## src/rtl/wm_pkg.sv

```systemverilog
// Shared types for the washing-machine preset sequencer: phase encoding and preset field layout.
// Pure declarations; no logic, no latency, no flow control.
package wm_pkg;

  typedef enum logic [2:0] {
    PH_IDLE  = 3'd0,
    PH_WASH  = 3'd1,
    PH_RINSE = 3'd2,
    PH_SPIN  = 3'd3,
    PH_DONE  = 3'd4
  } phase_e;

  localparam int NUM_FIELDS = 4;
  localparam int F_WASH     = 0;
  localparam int F_RINSE    = 1;
  localparam int F_SPIN     = 2;
  localparam int F_CLOTH    = 3;

endpackage

```

## src/rtl/wm_preset_sequencer_if.sv

```systemverilog
// Preset bank access bus: slot select, write data and registered readback.
// Write lands on the sampling edge; readback is one cycle behind sel; no backpressure.
interface wm_preset_sequencer_if #(
  parameter int FIELD_W = 5,
  parameter int SEL_W   = 2
);
  logic                   wr_en;
  logic [SEL_W-1:0]       sel;
  logic [3:0][FIELD_W-1:0] wr_dat;
  logic [3:0][FIELD_W-1:0] rd_dat;

  modport master (output wr_en, sel, wr_dat, input  rd_dat);
  modport slave  (input  wr_en, sel, wr_dat, output rd_dat);
endinterface

```

## src/rtl/wm_preset_bank.sv

```systemverilog
// Preset slot storage with write port, registered readback and an unregistered view of slot sel.
// Readback latency 1 cycle; writes always accepted, no backpressure.
module wm_preset_bank
  import wm_pkg::*;
#(
  parameter int FIELD_W     = 5,
  parameter int NUM_PRESETS = 4
) (
  input  logic                                 clk,
  input  logic                                 rst_n,
  wm_preset_sequencer_if.slave                 bus,
  output logic [NUM_FIELDS-1:0][FIELD_W-1:0]   cur_dat
);

  typedef logic [NUM_FIELDS-1:0][FIELD_W-1:0] slot_t;

  slot_t mem_q [NUM_PRESETS];
  slot_t mem_d [NUM_PRESETS];
  slot_t rd_q, rd_d;

  always_comb begin
    mem_d = mem_q;
    if (bus.wr_en) mem_d[bus.sel] = bus.wr_dat;
    rd_d = mem_q[bus.sel];
  end

  always_ff @(posedge clk or negedge rst_n) begin
    if (!rst_n) begin
      for (int i = 0; i < NUM_PRESETS; i++) mem_q[i] <= '0;
      rd_q <= '0;
    end else begin
      mem_q <= mem_d;
      rd_q  <= rd_d;
    end
  end

  assign bus.rd_dat = rd_q;
  // Pre-write contents, so a start colliding with a write snapshots the old slot.
  assign cur_dat    = mem_q[bus.sel];

endmodule

```

## src/rtl/wm_preset_sequencer.sv

```systemverilog
// Wash/rinse/spin run sequencer over a preset bank; phases last D*TICK_DIV+1 cycles, done/reject are 1-cycle pulses.
// No backpressure; optional pause input exists only when WM_PAUSE_EN is defined.
module wm_preset_sequencer
  import wm_pkg::*;
#(
  parameter int FIELD_W     = 5,
  parameter int NUM_PRESETS = 4,
  parameter int TICK_DIV    = 1
) (
  input  logic                           clk,
  input  logic                           rst_n,
  input  logic                           wr_en,
  input  logic [$clog2(NUM_PRESETS)-1:0] sel,
  input  logic [FIELD_W-1:0]             wash_in,
  input  logic [FIELD_W-1:0]             rinse_in,
  input  logic [FIELD_W-1:0]             spin_in,
  input  logic [FIELD_W-1:0]             cloth_in,
  output logic [FIELD_W-1:0]             rd_wash,
  output logic [FIELD_W-1:0]             rd_rinse,
  output logic [FIELD_W-1:0]             rd_spin,
  output logic [FIELD_W-1:0]             rd_cloth,
  input  logic                           start,
  input  logic                           abort,
`ifdef WM_PAUSE_EN
  input  logic                           pause,
`endif
  output logic                           busy,
  output logic [2:0]                     phase,
  output logic [FIELD_W-1:0]             remaining,
  output logic                           done,
  output logic                           reject
);

  localparam int SEL_W = $clog2(NUM_PRESETS);
  localparam int DIV_W = (TICK_DIV > 1) ? $clog2(TICK_DIV) : 1;

  logic pause_i;
`ifdef WM_PAUSE_EN
  assign pause_i = pause;
`else
  assign pause_i = 1'b0;
`endif

  wm_preset_sequencer_if #(.FIELD_W(FIELD_W), .SEL_W(SEL_W)) bank_if ();

  logic [NUM_FIELDS-1:0][FIELD_W-1:0] cur_dat;

  assign bank_if.wr_en  = wr_en;
  assign bank_if.sel    = sel;
  assign bank_if.wr_dat = {cloth_in, spin_in, rinse_in, wash_in};

  wm_preset_bank #(.FIELD_W(FIELD_W), .NUM_PRESETS(NUM_PRESETS)) u_bank (
    .clk     (clk),
    .rst_n   (rst_n),
    .bus     (bank_if.slave),
    .cur_dat (cur_dat)
  );

  phase_e                  state_q, state_d;
  logic [FIELD_W-1:0]      rem_q, rem_d;
  logic [DIV_W-1:0]        div_q, div_d;
  logic [1:0][FIELD_W-1:0] snap_q, snap_d;
  logic                    done_q, done_d;
  logic                    reject_q, reject_d;

  always_comb begin
    state_d  = state_q;
    rem_d    = rem_q;
    div_d    = div_q;
    snap_d   = snap_q;
    done_d   = 1'b0;
    reject_d = 1'b0;
    unique case (state_q)
      PH_IDLE: begin
        if (start) begin
          if (cur_dat[F_CLOTH] != '0) begin
            state_d = PH_WASH;
            rem_d   = cur_dat[F_WASH];
            div_d   = '0;
            snap_d  = {cur_dat[F_SPIN], cur_dat[F_RINSE]};
          end else begin
            reject_d = 1'b1;
          end
        end
      end
      PH_WASH, PH_RINSE, PH_SPIN: begin
        if (abort) begin
          state_d = PH_IDLE;
          rem_d   = '0;
          div_d   = '0;
        end else if (!pause_i) begin
          if (rem_q == '0) begin
            div_d = '0;
            if (state_q == PH_WASH) begin
              state_d = PH_RINSE;
              rem_d   = snap_q[0];
            end else if (state_q == PH_RINSE) begin
              state_d = PH_SPIN;
              rem_d   = snap_q[1];
            end else begin
              state_d = PH_DONE;
              done_d  = 1'b1;
            end
          end else if (div_q == DIV_W'(TICK_DIV - 1)) begin
            rem_d = rem_q - 1'b1;
            div_d = '0;
          end else begin
            div_d = div_q + 1'b1;
          end
        end
      end
      PH_DONE: state_d = PH_IDLE;
      default: state_d = PH_IDLE;
    endcase
  end

  always_ff @(posedge clk or negedge rst_n) begin
    if (!rst_n) begin
      state_q  <= PH_IDLE;
      rem_q    <= '0;
      div_q    <= '0;
      snap_q   <= '0;
      done_q   <= 1'b0;
      reject_q <= 1'b0;
    end else begin
      state_q  <= state_d;
      rem_q    <= rem_d;
      div_q    <= div_d;
      snap_q   <= snap_d;
      done_q   <= done_d;
      reject_q <= reject_d;
    end
  end

  assign phase     = state_q;
  assign busy      = (state_q == PH_WASH) || (state_q == PH_RINSE) || (state_q == PH_SPIN);
  assign remaining = rem_q;
  assign done      = done_q;
  assign reject    = reject_q;
  assign rd_wash   = bank_if.rd_dat[F_WASH];
  assign rd_rinse  = bank_if.rd_dat[F_RINSE];
  assign rd_spin   = bank_if.rd_dat[F_SPIN];
  assign rd_cloth  = bank_if.rd_dat[F_CLOTH];

endmodule
```

## config.mk

```make
export PLATFORM = sky130hd
export DESIGN_NAME = wm_preset_sequencer
export DESIGN_NICKNAME = d
export VERILOG_FILES = /design/src/rtl/wm_pkg.sv /design/src/rtl/wm_preset_sequencer_if.sv /design/src/rtl/wm_preset_bank.sv /design/src/rtl/wm_preset_sequencer.sv
export SDC_FILE = /design/constraint.sdc
export NUM_CORES = 1
export LEC_CHECK = 0
export BUFFER_PORTS_ARGS = -buffer_cell sky130_fd_sc_hd__buf_2
export CAP_MARGIN = 10
export CORE_ASPECT_RATIO = 0.9
export CORE_MARGIN = 4
export CORE_UTILIZATION = 45
export DETAILED_ROUTE_END_ITERATION = 6
export GPL_ROUTABILITY_DRIVEN = 0
export PLACE_DENSITY = 0.66
export SYNTH_ARGS = -nofsm -noshare
export SYNTH_HDL_FRONTEND = slang
export SYNTH_HIERARCHICAL = 1
export SYNTH_SLANG_ARGS = --single-unit
```

## constraint.sdc

```tcl
create_clock -name clk -period 2.3 [get_ports clk]
set_input_delay 0.46 -clock clk [delete_from_list [all_inputs] [get_ports clk]]
set_output_delay 0.46 -clock clk [all_outputs]
set_load 0.005 [all_outputs]
```

### Word-level counts from Yosys, hierarchy flattened

Cells that the tools add are included.

* add/subtract/negate cells: 2
* magnitude comparators: 2
* equal/unequal tests: 8
* multiplexer cells: 35
* bitwise operators: 1
* reductions and logical operators: 12

Operator list (count)
* bitwise mux 80 bit: 1
* two-way mux 20 bit: 3
* binary-select mux 20 bit (select 2 bit): 1
* demux 20 bit (select 2 bit): 1
* two-way mux 5 bit: 7
* two-way mux 3 bit: 6
* two-way mux 1 bit: 13
* case mux 5 bit (2 select lines): 1
* AND reduction 3 bit: 3
* equality test 3 x 2 -> 1 bit, second input constant: 2
* case mux 3 bit (2 select lines): 1
* zero test 5 bit: 1
* inequality test 5 bit, second input constant: 1
* AND reduction 5 bit: 1
* nonzero test 5 bit: 1
* subtractor 5 x 1 -> 5 bit, second input constant: 1
* inequality test 2 bit, second input constant: 2
* inequality test 4 bit, second input constant: 1
* equality test 3 x 1 -> 1 bit, second input constant: 1
* greater-or-equal comparator 3 bit, second input constant: 1
* zero test 3 bit: 1
* < comparator 3 x 1 -> 1 bit, second input constant: 1
* inequality test 3 bit, second input constant: 1
* NOT 2 -> 3 bit: 1
* 6 further kinds: 7

* bits in registers: 121
* logic and storage cells: 87

### Logic depth before layout (Yosys ltp)

Gate-level depths: netlist of the first run.

* depth after elaboration: 8
* gate-level depth with buffers: 7
* gate-level depth less buffers: 6

### Modules after synthesis

Netlist of the first run, hierarchy kept.

Modules (own cells, without submodules)
* wm_preset_bank: instances 1, cells an instance 216, area each 4235.3 um^2, seq. area each 2502.4 um^2
* wm_preset_sequencer: instances 1, cells an instance 102, area each 1139.8 um^2, seq. area each 500.5 um^2

### Worst setup path before layout of the first run

OpenSTA, ideal clock, no wires.

* kind: input to register
* from: in sel[0]
* to: reg rem_q[3] (netlist: remaining[3])
* library setup time: 128 ps
* arrival: 2370 ps
* data required time: 2172 ps
* slack: -197 ps
* cell stages on the path: 7
* buffers on the path: 2
* path through: buf_6 -> mux4_2 -> nor3_1 -> a31o_2 -> or2_1 -> buf_2 -> mux2_1

RTL lines
* from (decl): line wm_preset_sequencer.sv:13 `input logic [$clog2(NUM_PRESETS)-1:0] sel,`
* to (signal assigned): line wm_preset_sequencer.sv:127 `rem_q <= rem_d;`
* to (decl): line wm_preset_sequencer.sv:60 `logic [FIELD_W-1:0] rem_q, rem_d;`

### Final worst setup path of the first run

* from: reg state_q[1] (netlist: phase[1])
* to: out busy

* word-level cells in the longest chain between the ends: 3

RTL lines
* from (decl): line wm_preset_sequencer.sv:59 `phase_e state_q, state_d;`
* from (signal assigned): line wm_preset_sequencer.sv:126 `state_q <= state_d;`
* equality test 3 x 1 -> 1 bit / equality test 3 x 2 -> 1 bit (equally long branches): line wm_preset_sequencer.sv:136 `assign busy = (state_q == PH_WASH) || (state_q == PH_RINSE) || (state_q == PH_SPIN);`
* logical OR 1 bit: line wm_preset_sequencer.sv:136
* logical OR 1 bit (*): line wm_preset_sequencer.sv:136
* to (decl): line wm_preset_sequencer.sv:27 `output logic busy,`

Every way passes the cells marked *; elsewhere a longest branch is shown, timed or not.

==> results of run 1 <==
==> Yosys cell counts, types with 2 or more instances <==
library cell | count | area, sq um
mux2i_1 | 2 | 20.0
nand3_1 | 3 | 15.0
o21ai_1 | 3 | 15.0
buf_4 | 2 | 15.0
o21bai_1 | 2 | 15.0
nor3_1 | 5 | 25.0
a21oi_1 | 2 | 10.0
o31ai_1 | 2 | 15.0
mux2_4 | 65 | 976
nor4b_1 | 2 | 17.5
nand2_1 | 6 | 22.5
a32oi_1 | 3 | 26.3
buf_6 | 10 | 113
nand2b_1 | 2 | 12.5
o211ai_1 | 3 | 22.5
inv_1 | 7 | 26.3
clkbuf_1 | 2 | 7.51
buf_2 | 3 | 15.0
mux2_2 | 21 | 236
mux4_2 | 20 | 450
mux2_1 | 5 | 56.3
dfrtp_1 | 120 | 3000
nor2_1 | 3 | 11.3
nor3b_2 | 2 | 25.0
==> layer usage <==
layer | wire length [um] | part of all wire, % | vias up | GRT usage [%]
li1 | - | - | 1354 | -
met1 | 5050 | 46 | 1579 | 23.6
met2 | 5500 | 50 | 69 | 27.0
met3 | 397 | 3.6 | 12 | 4.62
met4 | 139 | 1.3 | 0 | 6.35
met5 | 0 | 0 | - | 0
==> cells by family (layout without fill, tap and decap cells) <==
logic type               Yosys count  in the layout  synth area share [%]
XOR/XNOR                           1              1                 0.163
adder cells (fa/ha/maj)            1              1                 0.233
AND/OR/NAND/NOR                   36             36                  4.84
AO/OA/AOI/OAI                     23             23                  3.26
buffers and inverters             24            119                  3.28
multiplexers                     113            113                  32.4
flip-flops                       120            120                  55.9
==> through the flow <==
| stage | TNS [ns] | power [uW] | std cells | instance area, sq um |
|---|---|---|---|---|
| finish | 0 | 7940 | 569 | 6650 |
| global route | 0 | 8310 | 569 | 6650 |
| CTS | 0 | 8000 | 569 | 6650 |
| detailed placement | -0.0119 | 4690 | 537 | 5920 |
| global placement | 0 | 4630 | 537 | 5920 |
| floorplan | 0 | 4100 | 318 | 5390 |
==> final timing paths <==
kind | endpoint | cells past startpoint | slack, ns | start
worst max-delay path | busy | 4 | 0.24 | phase[1]
worst min-delay path | phase[2] | 2 | 0.32 | abort
worst max register to register | remaining[3] | 6 | 0.34 | remaining[0]
worst min register to register | snap_q[9] | 1 | 0.49 | snap_q[9]
max in group asynchronous | remaining[3] | 3 | 1.14 | rst_n
min in group asynchronous | u_bank/bus.rd_dat[16] | 2 | 0.52 | rst_n
==> power groups by stage <==
stage	Sequential [uW]	Clock, uW	Combinational, uW
floorplan	2860	0	1230
global placement	2910	0	1720
detailed placement	2930	0	1750
CTS	2910	3320	1780
global route	2960	3430	1910
finish	2900	3280	1760
==> worst register-to-register path, cell delays in order, from the launching register on <==
cell and delay [ns]:
dfrtp_1 0.42, inv_1 0.10, ha_1 0.21, nor4b_4 0.33, a41o_1 0.30, or2_1 0.15
mux2_1 0.33
==> registers in the layout (all words and copies together) (netlist names) <==
signal,flops
reject,1
snap_q,10
u_bank/mem_q,80
done,1
u_bank/bus.rd_dat,20
remaining,5
phase,3
==> area by class of cell <==
type	instances	area, sq um
Clock inverter	14	302
Clock buffer	17	425
Multi-Input combinational cell	174	2210
Inverter	7	26.3
Fill cell	895	4920
Timing Repair Buffer	81	495
Sequential cell	120	3000
Tap cell	156	195
==> run_results.csv, run 1 <==
group,metric,value,unit
drt,dr_total_vias,3014,
place,dpl.hpwl,7.64,mm
die,start_util,46.4,%
global_routing,grt_pass1_wl,18.3,mm
drt,wl_per_cell,19.5,um
setup_path,cpPeakStageDelay,0.42,ns
drt,drcViolationCount,0,
synth,ys.flop_type,"dfrtp_1",
timing,final-hold-violation-count,0,
die,die_x,123,um
synth,syn-num-nets,346,
synth,ys_types,47,
cts,cts_buffers,17,
pwr,p_clk_share,41.3,%
place,io_buffers,57,
setup_path,crit_family,"compound AO/OA/AOI/OAI gates",
cts,ctsHoldBuffers,1,
drt,avgViaCountPerCell,5.30,
synth,synth-edff-count,0,
setup_path,crit_type,"flop to primary output",
flow_run,drv_cap,0,
cts,clock_path_buffers,2,
cts,post-cts-setup-buffers,0,
setup_path,critPathBufInv,3,
timing,post-route-min-period,2.06,ns
timing,grt_setup_unrepaired,"no",
setup_path,critPathRequiredTime,1.84,ns
cts,cts-root-buf,"clkbuf_16",
synth,ys_async_sr_fraction,100,%
layout,final_common_cell,"dfrtp_1",
timing,holdWs,0.321,ns
die,num_rows,37,
layout,fin_util,57.5,%
global_routing,overflow,0,
die,fp.dieH,112,um
setup_path,worst_setup_path_start_kind,"flop",
pwr,power.switching,1970,uW
layout,syn_to_final_growth,23.8,%
cts,cts_tree,"yes",
setup_path,crit_slowest_cell,"o21bai_1",
cts,htree_levels,4,
setup_path,critPathMaxFanout,14,
timing,slew_viol_final,0,
timing,slew_headroom,59.3,%
min_path,hold_path.class,"input port to flop",
layout,n_antenna_cell,0,
pwr,p_leak,0.00316,uW
timing,worst_slack,0.237,ns
pwr,vdd_drop_max,0.435,mV
pwr,intPower,5970,uW
synth,ys_ff_latch,120,
cts,clock_sinks,120,
synth,syn_inst,318,
timing,clock.fmax,0.485,GHz
timing,finalSetupViolations,0,
layout,final_nets,429,
synth,yosysWarningCount,6,
pwr,comb_power_share,22.1,%
cts,path_clk_slew,0.06,ns
place,dp_slack,-0.0119,ns
run_status,status,"finished, final reports clean",
synth,syn_avg_cell_area,16.9,sq um
global_routing,grt_pass1_vias,3313,
global_routing,grt_util_all_layers,17.4,%
drt,drt_wl_total,11.1,mm
drt,antenna_left,0,
timing,tightest_slew,0.606,ns
cts,clk_latency,0.41,ns
pwr,power.density,1190,nW/um^2
setup_path,endpoint_kind,"primary output",
global_routing,grt_max_degree,60,
synth,yosysSeqAreaShare,55.9,%
pwr,sw_frac_of_total,24.8,%
die,design.die.area,13800,sq um
layout,drive_gt1_share,54.7,%
setup_path,path_cells,"buf_4, o21bai_1, inv_1, buf_2",
die,ios,58,
layout,final_cell_mix,"120 x dfrtp_1, 65 x mux2_4, 56 x buf_2",
synth,synthesis.area,5380,sq um
die,core-area,11600,sq um
drt,drtPass1Iterations,4,
timing,skew,0.00819,ns
timing,fin_crit_sh,89.7,%
global_routing,antenna_found_initial,0,
cts,post_cts_resized,0,
setup_path,arrival,1.60,ns
drt,drtIter0Drc,193,
pwr,seq_power_share,36.6,%
No activity file was read; power rests on OpenSTA's default activity.
==> run 2: changes to the inputs <==
PLACE_DENSITY = unset   (was 0.66)
clock period = 2.6 ns   (was 2.3 ns; I/O delays follow)
==> run_results.csv, run 2 (synthesized netlist as in run 1, its figures left out) <==
group,metric,value,unit
drt,drt_wl_total,10.6,mm
place,dp_cells,531,
timing,tightest_slew,0.764,ns
cts,post_cts_resized,0,
setup_path,crit_slowest_cell,"o21bai_1",
global_routing,grt_util_all_layers,16.8,%
global_routing,overflow,0,
pwr,comb_power_share,24.0,%
die,fp.dieH,112,um
layout,n_antenna_cell,0,
timing,clock.fmax,0.456,GHz
pwr,power.switching,1700,uW
setup_path,crit_type,"flop to primary output",
setup_path,critPathRequiredTime,2.08,ns
timing,slew_headroom,48.6,%
cts,clk_latency,0.41,ns
setup_path,arrival,1.67,ns
setup_path,cpPeakStageDelay,0.50,ns
cts,clock_path_buffers,2,
setup_path,critPathMaxFanout,14,
global_routing,grt_pass1_wl,17.5,mm
cts,post-cts-setup-buffers,0,
pwr,power.density,967,nW/um^2
layout,drive_gt1_share,53.7,%
cts,ctsHoldBuffers,0,
global_routing,grt_max_degree,54,
die,design.die.area,13800,sq um
min_path,hold_path.class,"input port to asynchronous set/reset pin",
place,dpl.hpwl,7.32,mm
timing,slew_viol_final,0,
pwr,p_leak,0.00303,uW
timing,setup_tns,0,ns
die,core-area,11600,sq um
setup_path,reg2reg_depth,5,
pwr,sw_frac_of_total,27.5,%
drt,dr_total_vias,2946,
timing,finalSetupViolations,0,
timing,final-hold-violation-count,0,
cts,cts_buffers,17,
die,start_util,46.4,%
pwr,vdd_drop_max,0.526,mV
layout,largest-register,"u_bank/mem_q",
layout,stdcell_count,562,
timing,fin_crit_sh,84.3,%
cts,clock_sinks,120,
pwr,p_clk_share,34.5,%
cts,cts_tree,"yes",
setup_path,endpoint_kind,"primary output",
pwr,seq_power_share,41.5,%
timing,skew,0.00916,ns
setup_path,path_cells,"buf_4, o21bai_1, inv_1, buf_2",
drt,drtPass1Iterations,4,
die,die_x,123,um
setup_path,critPathBufInv,3,
cts,htree_levels,4,
global_routing,grt_pass1_vias,3206,
flow_run,drv_cap,0,
cts,cts-root-buf,"clkbuf_16",
place,io_buffers,57,
run_status,status,"finished, final reports clean",
timing,grt_setup_unrepaired,"no",
drt,wl_per_cell,18.9,um
setup_path,r2r-start,"u_bank/mem_q[35]",
setup_path,worstReg2RegEnd,"remaining[3]",
setup_path,worst_setup_path_start_kind,"flop",
setup_path,crit_family,"compound AO/OA/AOI/OAI gates",
setup_path,rrSetupSlack,0.56,ns
die,ios,58,
cts,path_clk_slew,0.06,ns
drt,antenna_left,0,
layout,syn_to_final_growth,19.2,%
drt,drcViolationCount,0,
drt,avgViaCountPerCell,5.24,
layout,final_nets,422,
drt,drtIter0Drc,220,
pwr,intPower,4490,uW
global_routing,antenna_found_initial,1,
layout,largest_register_ffs,80,
die,num_rows,37,
timing,post-route-min-period,2.19,ns
layout,final_common_cell,"dfrtp_1",
layout,final_cell_mix,"120 x dfrtp_1, 65 x mux2_4, 56 x buf_2",
==> run 2: per-layer routing <==
| metal | share of wire (%) | track usage (%) |
|---|---|---|
| met2 | 47 | 24.7 |
| met3 | 4.3 | 5.74 |
| met5 | 0.085 | 0 |
| met4 | 1.1 | 4.87 |
| met1 | 48 | 23.7 |
==> run 2: worst max path at each step <==
stage / startpoint / endpoint / slack [ns] / cells after the start
after floorplan: sel[0] / remaining[3] / 0.04 / 7
after global placement: sel[0] / remaining[3] / 0.13 / 6
after detailed placement: sel[0] / remaining[3] / 0.1 / 6
after CTS: phase[1] / busy / 0.36 / 4
after global routing: phase[1] / busy / 0.27 / 4
final: phase[1] / busy / 0.41 / 4
==> run 2: through the flow <==
| step | area, sq um | utilization, % | hold slack, ns | total power [uW] | setup WS [ns] |
|---|---|---|---|---|---|
| global route | 6410 | 55.4 | 0.206 | 6530 | 0.273 |
| detailed placement | 5860 | 50.6 | 0.484 | 4090 | 0.0982 |
| global placement | 5860 | 50.6 | 0.474 | 4050 | 0.129 |
| floorplan | 5380 | - | 0.224 | 3610 | 0.0428 |
| CTS | 6410 | 55.4 | 0.175 | 6260 | 0.365 |
| finish | 6410 | 55.4 | 0.157 | 6200 | 0.407 |
==> run 2: layout make-up <==
class,instances,area (sq um)
fill,964,5160
sequential,120,3000
multi-input combinational,174,2200
clock buffer,19,443
timing repair buffer,74,440
tap,156,195
clock inverter,12,105
inverter,7,26.3
==> run 2: power groups by stage <==
stage          Clock [uW]  Combinational (uW)  Sequential [uW]
4_1_cts              2180                1500             2580
5_1_grt              2280                1620             2630
3_5_place_dp            0                1490             2610
2_1_floorplan           0                1080             2530
6_report             2140                1490             2570
3_3_place_gp            0                1450             2600
